### src/rtl/baud_detect_pkg.sv
// rtl/baud_detect_pkg.sv - shared constants and types for the auto-baud detector
//
// Purpose: default counter width, per-code bit periods (clk cycles per bit,
// ascending so code 0 is the fastest rate), tolerance shift and the FSM
// state type used by baud_detect.
// Ports: none (package).

package baud_detect_pkg;

  // Bit periods at a 50 MHz clock: 115200, 57600, 19200, 9600 baud.
  localparam int baud_tick_1 = 434;
  localparam int baud_tick_2 = 868;
  localparam int baud_tick_3 = 2604;
  localparam int baud_tick_4 = 5208;

  // Must hold baud_tick_4 + (baud_tick_4 >> BAUD_TOL_SH) + 1 = 5860.
  localparam int baud_calc   = 13;

  // Window half-width is tick >> 3, i.e. +/-12.5 %.
  localparam int BAUD_TOL_SH = 3;

  typedef enum logic [2:0] {
    IDLE,
    WAIT_HIGH,
    WAIT_FALL,
    MEASURE,
    CLASSIFY
  } bd_state_t;

endpackage

### src/rtl/baud_detect_if.sv
// rtl/baud_detect_if.sv - control/result bundle between a host and baud_detect
//
// Purpose: groups the arm request, the raw rx line and the detection results.
// Signals:
//   arm     host -> detector, one-cycle pulse starting/restarting detection
//   rx      line -> detector, raw asynchronous serial input, idle high
//   bd_rate detector -> host, detected baud code, valid while locked=1
//   locked  detector -> host, a rate has been detected since the last arm
//   done    detector -> host, one-cycle pulse on successful classification
//   err     detector -> host, one-cycle pulse on unmatched or overlong pulse
// Modports: master (host side), slave (detector side).

interface baud_detect_if;
  logic       arm;
  logic       rx;
  logic [1:0] bd_rate;
  logic       locked;
  logic       done;
  logic       err;

  modport master (
    output arm,
    output rx,
    input  bd_rate,
    input  locked,
    input  done,
    input  err
  );

  modport slave (
    input  arm,
    input  rx,
    output bd_rate,
    output locked,
    output done,
    output err
  );
endinterface

### src/rtl/baud_detect_sync2.sv
// rtl/baud_detect_sync2.sv - generic two-flop synchronizer, resets to 1
//
// Purpose: brings an asynchronous level into the i_clk domain. Reset value is
// 1 so an idle-high serial line looks idle straight out of reset.
// Ports:
//   i_clk  clock
//   i_rst  asynchronous active-high reset
//   i_d    asynchronous input
//   o_q    synchronized output (2-cycle latency)

module sync2 (
  input  logic i_clk,
  input  logic i_rst,
  input  logic i_d,
  output logic o_q
);

  logic r_meta;
  logic r_sync;

  always_ff @(posedge i_clk or posedge i_rst) begin
    if (i_rst) begin
      r_meta <= 1'b1;
      r_sync <= 1'b1;
    end else begin
      r_meta <= i_d;
      r_sync <= r_meta;
    end
  end

  assign o_q = r_sync;

endmodule

### src/rtl/baud_detect.sv
// rtl/baud_detect.sv - auto-baud detector timing the low pulse of a start bit
//
// Purpose: once armed, waits for an idle-high line, times the next low pulse
// on the synchronized rx and maps its width to one of four baud codes.
// Ports:
//   i_clk   system clock
//   i_rst   asynchronous active-high reset
//   io_bus  baud_detect_if.slave: arm, rx in; bd_rate, locked, done, err out

module baud_detect
  import baud_detect_pkg::*;
#(
  parameter int CNT_W  = baud_calc,
  parameter int TICK_0 = baud_tick_1,
  parameter int TICK_1 = baud_tick_2,
  parameter int TICK_2 = baud_tick_3,
  parameter int TICK_3 = baud_tick_4,
  parameter int TOL_SH = BAUD_TOL_SH
) (
  input  logic          i_clk,
  input  logic          i_rst,
  baud_detect_if.slave  io_bus
);

  // Longest pulse that can still match code 3; one more cycle is an overflow.
  localparam int               LIMIT   = TICK_3 + (TICK_3 >> TOL_SH);
  localparam logic [CNT_W-1:0] CNT_OVF = CNT_W'(LIMIT + 1);
  localparam logic [CNT_W-1:0] CNT_ONE = CNT_W'(1);

  bd_state_t        r_state;
  bd_state_t        w_next;
  logic             w_rx_s;
  logic [CNT_W-1:0] r_cnt;
  logic [1:0]       r_bd_rate;
  logic             r_locked;
  logic [3:0]       w_hit;
  logic             w_match;
  logic [1:0]       w_code;
  logic             w_ovf;
  logic             w_done;
  logic             w_err;

  sync2 u_sync (
    .i_clk (i_clk),
    .i_rst (i_rst),
    .i_d   (io_bus.rx),
    .o_q   (w_rx_s)
  );

  // |cnt - tick| <= tick >> TOL_SH, done one bit wider than the counter so
  // neither the subtraction nor the tick constant can wrap.
  function automatic logic in_window(input logic [CNT_W-1:0] cnt, input int tick);
    logic [CNT_W:0] c;
    logic [CNT_W:0] t;
    logic [CNT_W:0] d;
    c = {1'b0, cnt};
    t = (CNT_W+1)'(tick);
    d = (c >= t) ? (c - t) : (t - c);
    return d <= (t >> TOL_SH);
  endfunction

  assign w_hit = {in_window(r_cnt, TICK_3), in_window(r_cnt, TICK_2),
                  in_window(r_cnt, TICK_1), in_window(r_cnt, TICK_0)};
  assign w_match = |w_hit;

  // Walk downwards so the lowest matching index is the last one written.
  always_comb begin
    w_code = 2'd0;
    for (int i = 3; i >= 0; i--) begin
      if (w_hit[i]) w_code = 2'(i);
    end
  end

  assign w_ovf = (r_state == MEASURE) && (r_cnt == CNT_OVF);

  // State register
  always_ff @(posedge i_clk or posedge i_rst) begin
    if (i_rst) r_state <= IDLE;
    else       r_state <= w_next;
  end

  // Next-state logic; arm overrides everything, including CLASSIFY.
  always_comb begin
    w_next = r_state;
    if (io_bus.arm) begin
      w_next = WAIT_HIGH;
    end else begin
      case (r_state)
        IDLE:      w_next = IDLE;
        WAIT_HIGH: if (w_rx_s)  w_next = WAIT_FALL;
        WAIT_FALL: if (!w_rx_s) w_next = MEASURE;
        MEASURE: begin
          // Overflow wins even if the line rises in the same cycle.
          if (w_ovf)       w_next = WAIT_HIGH;
          else if (w_rx_s) w_next = CLASSIFY;
        end
        CLASSIFY:  w_next = w_match ? IDLE : WAIT_FALL;
        default:   w_next = IDLE;
      endcase
    end
  end

  // Output pulses, suppressed whenever arm is present.
  always_comb begin
    w_done = 1'b0;
    w_err  = 1'b0;
    if (!io_bus.arm) begin
      if (r_state == CLASSIFY) begin
        w_done = w_match;
        w_err  = !w_match;
      end else if (w_ovf) begin
        w_err  = 1'b1;
      end
    end
  end

  // Pulse-width counter and result registers.
  always_ff @(posedge i_clk or posedge i_rst) begin
    if (i_rst) begin
      r_cnt     <= '0;
      r_bd_rate <= 2'd0;
      r_locked  <= 1'b0;
    end else if (io_bus.arm) begin
      r_cnt     <= '0;
      r_locked  <= 1'b0;
    end else begin
      // The falling edge is seen in WAIT_FALL, so that cycle already counts.
      if (r_state == WAIT_FALL && !w_rx_s) begin
        r_cnt <= CNT_ONE;
      end else if (r_state == MEASURE && !w_rx_s && !w_ovf) begin
        r_cnt <= r_cnt + CNT_ONE;
      end
      if (w_done) begin
        r_bd_rate <= w_code;
        r_locked  <= 1'b1;
      end
    end
  end

  assign io_bus.bd_rate = r_bd_rate;
  assign io_bus.locked  = r_locked;
  assign io_bus.done    = w_done;
  assign io_bus.err     = w_err;

endmodule

### src/flat_wrapper.sv
// flat-port wrapper written by rule: the top's interface ports become plain ports
module baud_detect_flat import baud_detect_pkg::*;
#(
  parameter int CNT_W  = baud_calc,
  parameter int TICK_0 = baud_tick_1,
  parameter int TICK_1 = baud_tick_2,
  parameter int TICK_2 = baud_tick_3,
  parameter int TICK_3 = baud_tick_4,
  parameter int TOL_SH = BAUD_TOL_SH
)
  (i_clk, i_rst, io_bus_arm, io_bus_rx, io_bus_bd_rate, io_bus_locked, io_bus_done, io_bus_err);
  baud_detect_if io_bus_i ();
  input  logic i_clk;
  input  logic i_rst;
  input wire logic [$bits(io_bus_i.arm)-1:0] io_bus_arm;
  input wire logic [$bits(io_bus_i.rx)-1:0] io_bus_rx;
  output wire logic [$bits(io_bus_i.bd_rate)-1:0] io_bus_bd_rate;
  output wire logic [$bits(io_bus_i.locked)-1:0] io_bus_locked;
  output wire logic [$bits(io_bus_i.done)-1:0] io_bus_done;
  output wire logic [$bits(io_bus_i.err)-1:0] io_bus_err;
  assign io_bus_i.arm = io_bus_arm;
  assign io_bus_i.rx = io_bus_rx;
  assign io_bus_bd_rate = io_bus_i.bd_rate;
  assign io_bus_locked = io_bus_i.locked;
  assign io_bus_done = io_bus_i.done;
  assign io_bus_err = io_bus_i.err;
  baud_detect #(.CNT_W(CNT_W), .TICK_0(TICK_0), .TICK_1(TICK_1), .TICK_2(TICK_2), .TICK_3(TICK_3), .TOL_SH(TOL_SH)) u_core (.i_clk(i_clk), .i_rst(i_rst), .io_bus(io_bus_i));
endmodule
### config.mk
export PLATFORM = sky130hd
export DESIGN_NAME = baud_detect_flat
export DESIGN_NICKNAME = d
export VERILOG_FILES = /design/src/rtl/baud_detect_pkg.sv /design/src/rtl/baud_detect_if.sv /design/src/rtl/baud_detect_sync2.sv /design/src/rtl/baud_detect.sv /design/src/flat_wrapper.sv
export SDC_FILE = /design/constraint.sdc
export NUM_CORES = 1
export LEC_CHECK = 0
export CORE_UTILIZATION = 55
export DETAILED_ROUTE_END_ITERATION = 7
export DONT_BUFFER_PORTS = 1
export HOLD_SLACK_MARGIN = 0.03
export PLACE_DENSITY = 0.85
export REMOVE_ABC_BUFFERS = 1
export SLEW_MARGIN = 0
export SYNTH_ARGS = -nofsm -noshare
export SYNTH_HDL_FRONTEND = slang
export SYNTH_HIERARCHICAL = 1
export SYNTH_SLANG_ARGS = --single-unit
### constraint.sdc
create_clock -name i_clk -period 3.4 [get_ports i_clk]
set_clock_uncertainty 0.2 [all_clocks]
set_input_delay 0.17 -clock i_clk [delete_from_list [all_inputs] [get_ports i_clk]]
set_output_delay 0.17 -clock i_clk [all_outputs]
set_load 0.01 [all_outputs]
==> reports/qor.yml <==
route:
  drc: 0
  first_pass_iters: 5
  wirelength_um: 11200
  dr.first_iter.drc_count: 501
  drt-vias-per-instance: 6.95
  ant_nets: 0
  routedWlPerCell_um: 20.8
  num_vias: 3746
global_routing:
  grt.total_usage_pct: 35.2
  grt_pass1_vias: 3385
  grt_pass1_wl_um: 17300
  antenna_found_initial: 0
  grt_max_degree: 24
  grt-ovfl-total: 0
finish:
  fillers: 508
  final_nets: 489
  num_antenna_cells: 0
  final_util_pct: 66.0
  drive_gt1_share_pct: 21.8
  fin_area_um2: 3880
  multi_input_area_um2: 2800
  seqCellArea_um2: 534
  syn_to_final_growth_pct: 16.2
cts:
  cts.clk_slew.worst_paths_ns: 0.08
  cts_inserted_buffers: 3
  numClockSinks: 21
  worst_skew_pair.late_latency_ns: 0.26
  htree_num_levels: 1
  root_buffer: "clkbuf_8"
  cts_tree: "done"
  cts_buffer_depth: 2
die:
  rows: 28
  die_x_um: 80.0
  start_util_pct: 56.8
  dieArea_um2: 6390
  die_h_um: 80.0
  core_area_um2: 5890
  ios: 9
synth:
  netlist_area_um2: 3340
  netlist.area_leader.share_pct: 14.2
  synth_area_leaders: "dfrtp_1 (14%), xnor2_1 (8.6%), ha_1 (7.5%), nand2_1 (4.9%), a21oi_1 (4.5%)"
  ys_top_cells_by_count: "nand2_1 (44), nor2_1 (36), xnor2_1 (33)"
  synth_edf_count: 0
  post-synth-top-count-cell: "nand2_1"
  ys_ff_latch: 21
  yosysTopAreaCell: "dfrtp_1"
  ys.flop_type: "dfrtp_1"
  yosysWarnings: 6
  avgSynthCellArea_um2: 7.46
  ys_seq_area_share_pct: 15.8
  synth_cell_types: 79
  synthArstFlopShare_pct: 100
  synth_cells: 448
power_and_ir_drop:
  p_seq_share_pct: 54.0
  leakage_nw: 1.42
  swShare_pct: 26.6
  p_clk_share_pct: 35.6
  p_switching_w: 0.000129
  cellPowerDensity_nw_per_um2: 124
  intPower_w: 0.000355
  comb_power_share_pct: 10.4
  peakVddDrop_v: 0.000169
flow_run:
  maxCapViolCount: 0
timing:
  period_share_pct: 97.4
  layout_min_cycle_time_ns: 3.31
  fmax_mhz: 302
  tightest_slew_ns: 0.874
  hold_viol: 0
  fin_setup_tns_ns: 0
  setup_violations: 0
  max-slew-margin-rel_pct: 41.6
  hold_ws_ns: 0.159
  slew_violations: 0
setup_path:
  startpoint_type: "register"
  crit_arrival_ns: 2.94
  critical-path-top-delay-family: "compound AO/OA/AOI/OAI gates"
  cp-end-kind: "output port"
  cp.depth: 10
  path_class: "register to output port"
  critPathSlowestCell: "dfrtp_2"
  cpPeakStageDelay_ns: 0.46
  cp.buffers_inverters: 1
  cp_cell_sequence: "buf_6 -> ha_2 -> nand2b_4 -> a31oi_2 -> nor2_1 -> o21a_1 -> o32a_1 -> a2111o_1 -> or3_4 -> a31oi_4"
  crit_path_max_fanout: 10
  worstPathRequired_ns: 3.03
  reg2regPathDepth: 10
placement:
  hpwl_um: 8380
  place.gp.congestion: 1.03
  io_buffers: 0
  place_area_um2: 3590
min_path:
  hp-class: "register to register"
  whs_path_depth: 0
outcome:
  status: "complete, no violations"
## metal layers
metal / GRT usage, % / vias up / part of all wire [%]
li1: - / 1706 / -
met1: 44.5 / 1747 / 39
met2: 57.9 / 231 / 48
met3: 4.11 / 62 / 7.9
met4: 18.9 / 0 / 5.2
met5: 0 / - / 0
## path summary, 6_finish.rpt
| path | start | to | slack [ns] |
|---|---|---|---|
| min in group asynchronous | i_rst | u_core/u_sync/r_meta | 0.19 |
| max in group asynchronous | i_rst | u_core/r_cnt[9] | 2.15 |
| worst max register to register | u_core/r_cnt[2] | u_core/io_bus.bd_rate[0] | 0.36 |
| worst min register to register | u_core/u_sync/r_meta | u_core/u_sync/o_q | 0.16 |
| worst min-delay path | u_core/u_sync/r_meta | u_core/u_sync/o_q | 0.16 |
| worst max-delay path | u_core/r_cnt[2] | io_bus_done | 0.09 |
## repair_timing
item / CTS / global route
setup buffers: 0 / 1
hold buffers: 3 / 0
gates resized for setup: 9 / 48
endpoints found under the setup margin: 2 / 4
pin swaps: 1 / 5
hold endpoints to repair: 29 / 0
## area by class of cell
| type | instances | area share (%) |
|---|---|---|
| clock buffers | 3 | 1.06 |
| clock inverters | 1 | 0.129 |
| inverters | 16 | 1.61 |
| multi-input cells | 379 | 72.0 |
| flip-flops and latches | 21 | 13.8 |
| well taps | 75 | 2.42 |
| repair buffers | 44 | 8.99 |
## kinds of logic after synthesis
family          share of synthesized area (%)
compound gates                           34.2
xor+xnor                                 9.96
fa+ha+maj                                7.49
buf+inv                                  6.14
flops                                    15.8
mux                                     0.936
simple gates                             25.4
## per-stage QoR
stage               setup WS (ns)  power [W]  std cells
floorplan                 -0.0163   0.000292        416
global placement            0.202   0.000305        531
detailed placement         0.0994   0.000308        531
CTS                       -0.0326   0.000483        538
global route              -0.0241   0.000504        539
finish                     0.0869   0.000483        539
## worst register-to-register path: stages, from the launching register on
cell	delay, ns
dfrtp_2	0.46
buf_6	0.18
ha_2	0.22
nand2b_4	0.08
a31oi_2	0.19
nor2_1	0.12
o21a_1	0.20
o32a_1	0.34
a2111o_1	0.35
o311ai_0	0.41
o211ai_1	0.16
## cell usage in the layout, fill, tap and decap left out, types with 7 or more instances in the layout
master / instances
o211ai_1: 7
nand2_1: 44
a211oi_1: 9
a21oi_1: 28
xnor2_1: 33
a31oi_1: 7
nor2_1: 36
ha_1: 15
nand3_1: 7
nor3_1: 12
nor2b_1: 7
dfrtp_1: 14
inv_1: 10
buf_4: 39
o21ai_0: 21
o31ai_1: 7
## state kept, by name, summed over array words and instances, names as in the netlist
register / cells
u_core/r_cnt: 13
u_core/u_sync/r_meta: 1
u_core/u_sync/o_q: 1
u_core/io_bus.locked: 1
u_core/io_bus.bd_rate: 2
u_core/r_state: 3
## power groups by stage
stage / Sequential (W) / Combinational [W] / Clock (W)
floorplan: 0.000265 / 0.0000268 / 0
finish: 0.000261 / 0.0000503 / 0.000172
global route: 0.000262 / 0.0000545 / 0.000188
CTS: 0.000261 / 0.0000466 / 0.000175
detailed placement: 0.000265 / 0.0000423 / 0
global placement: 0.000265 / 0.0000406 / 0
Note: power is estimated with default switching activity, not from simulation.
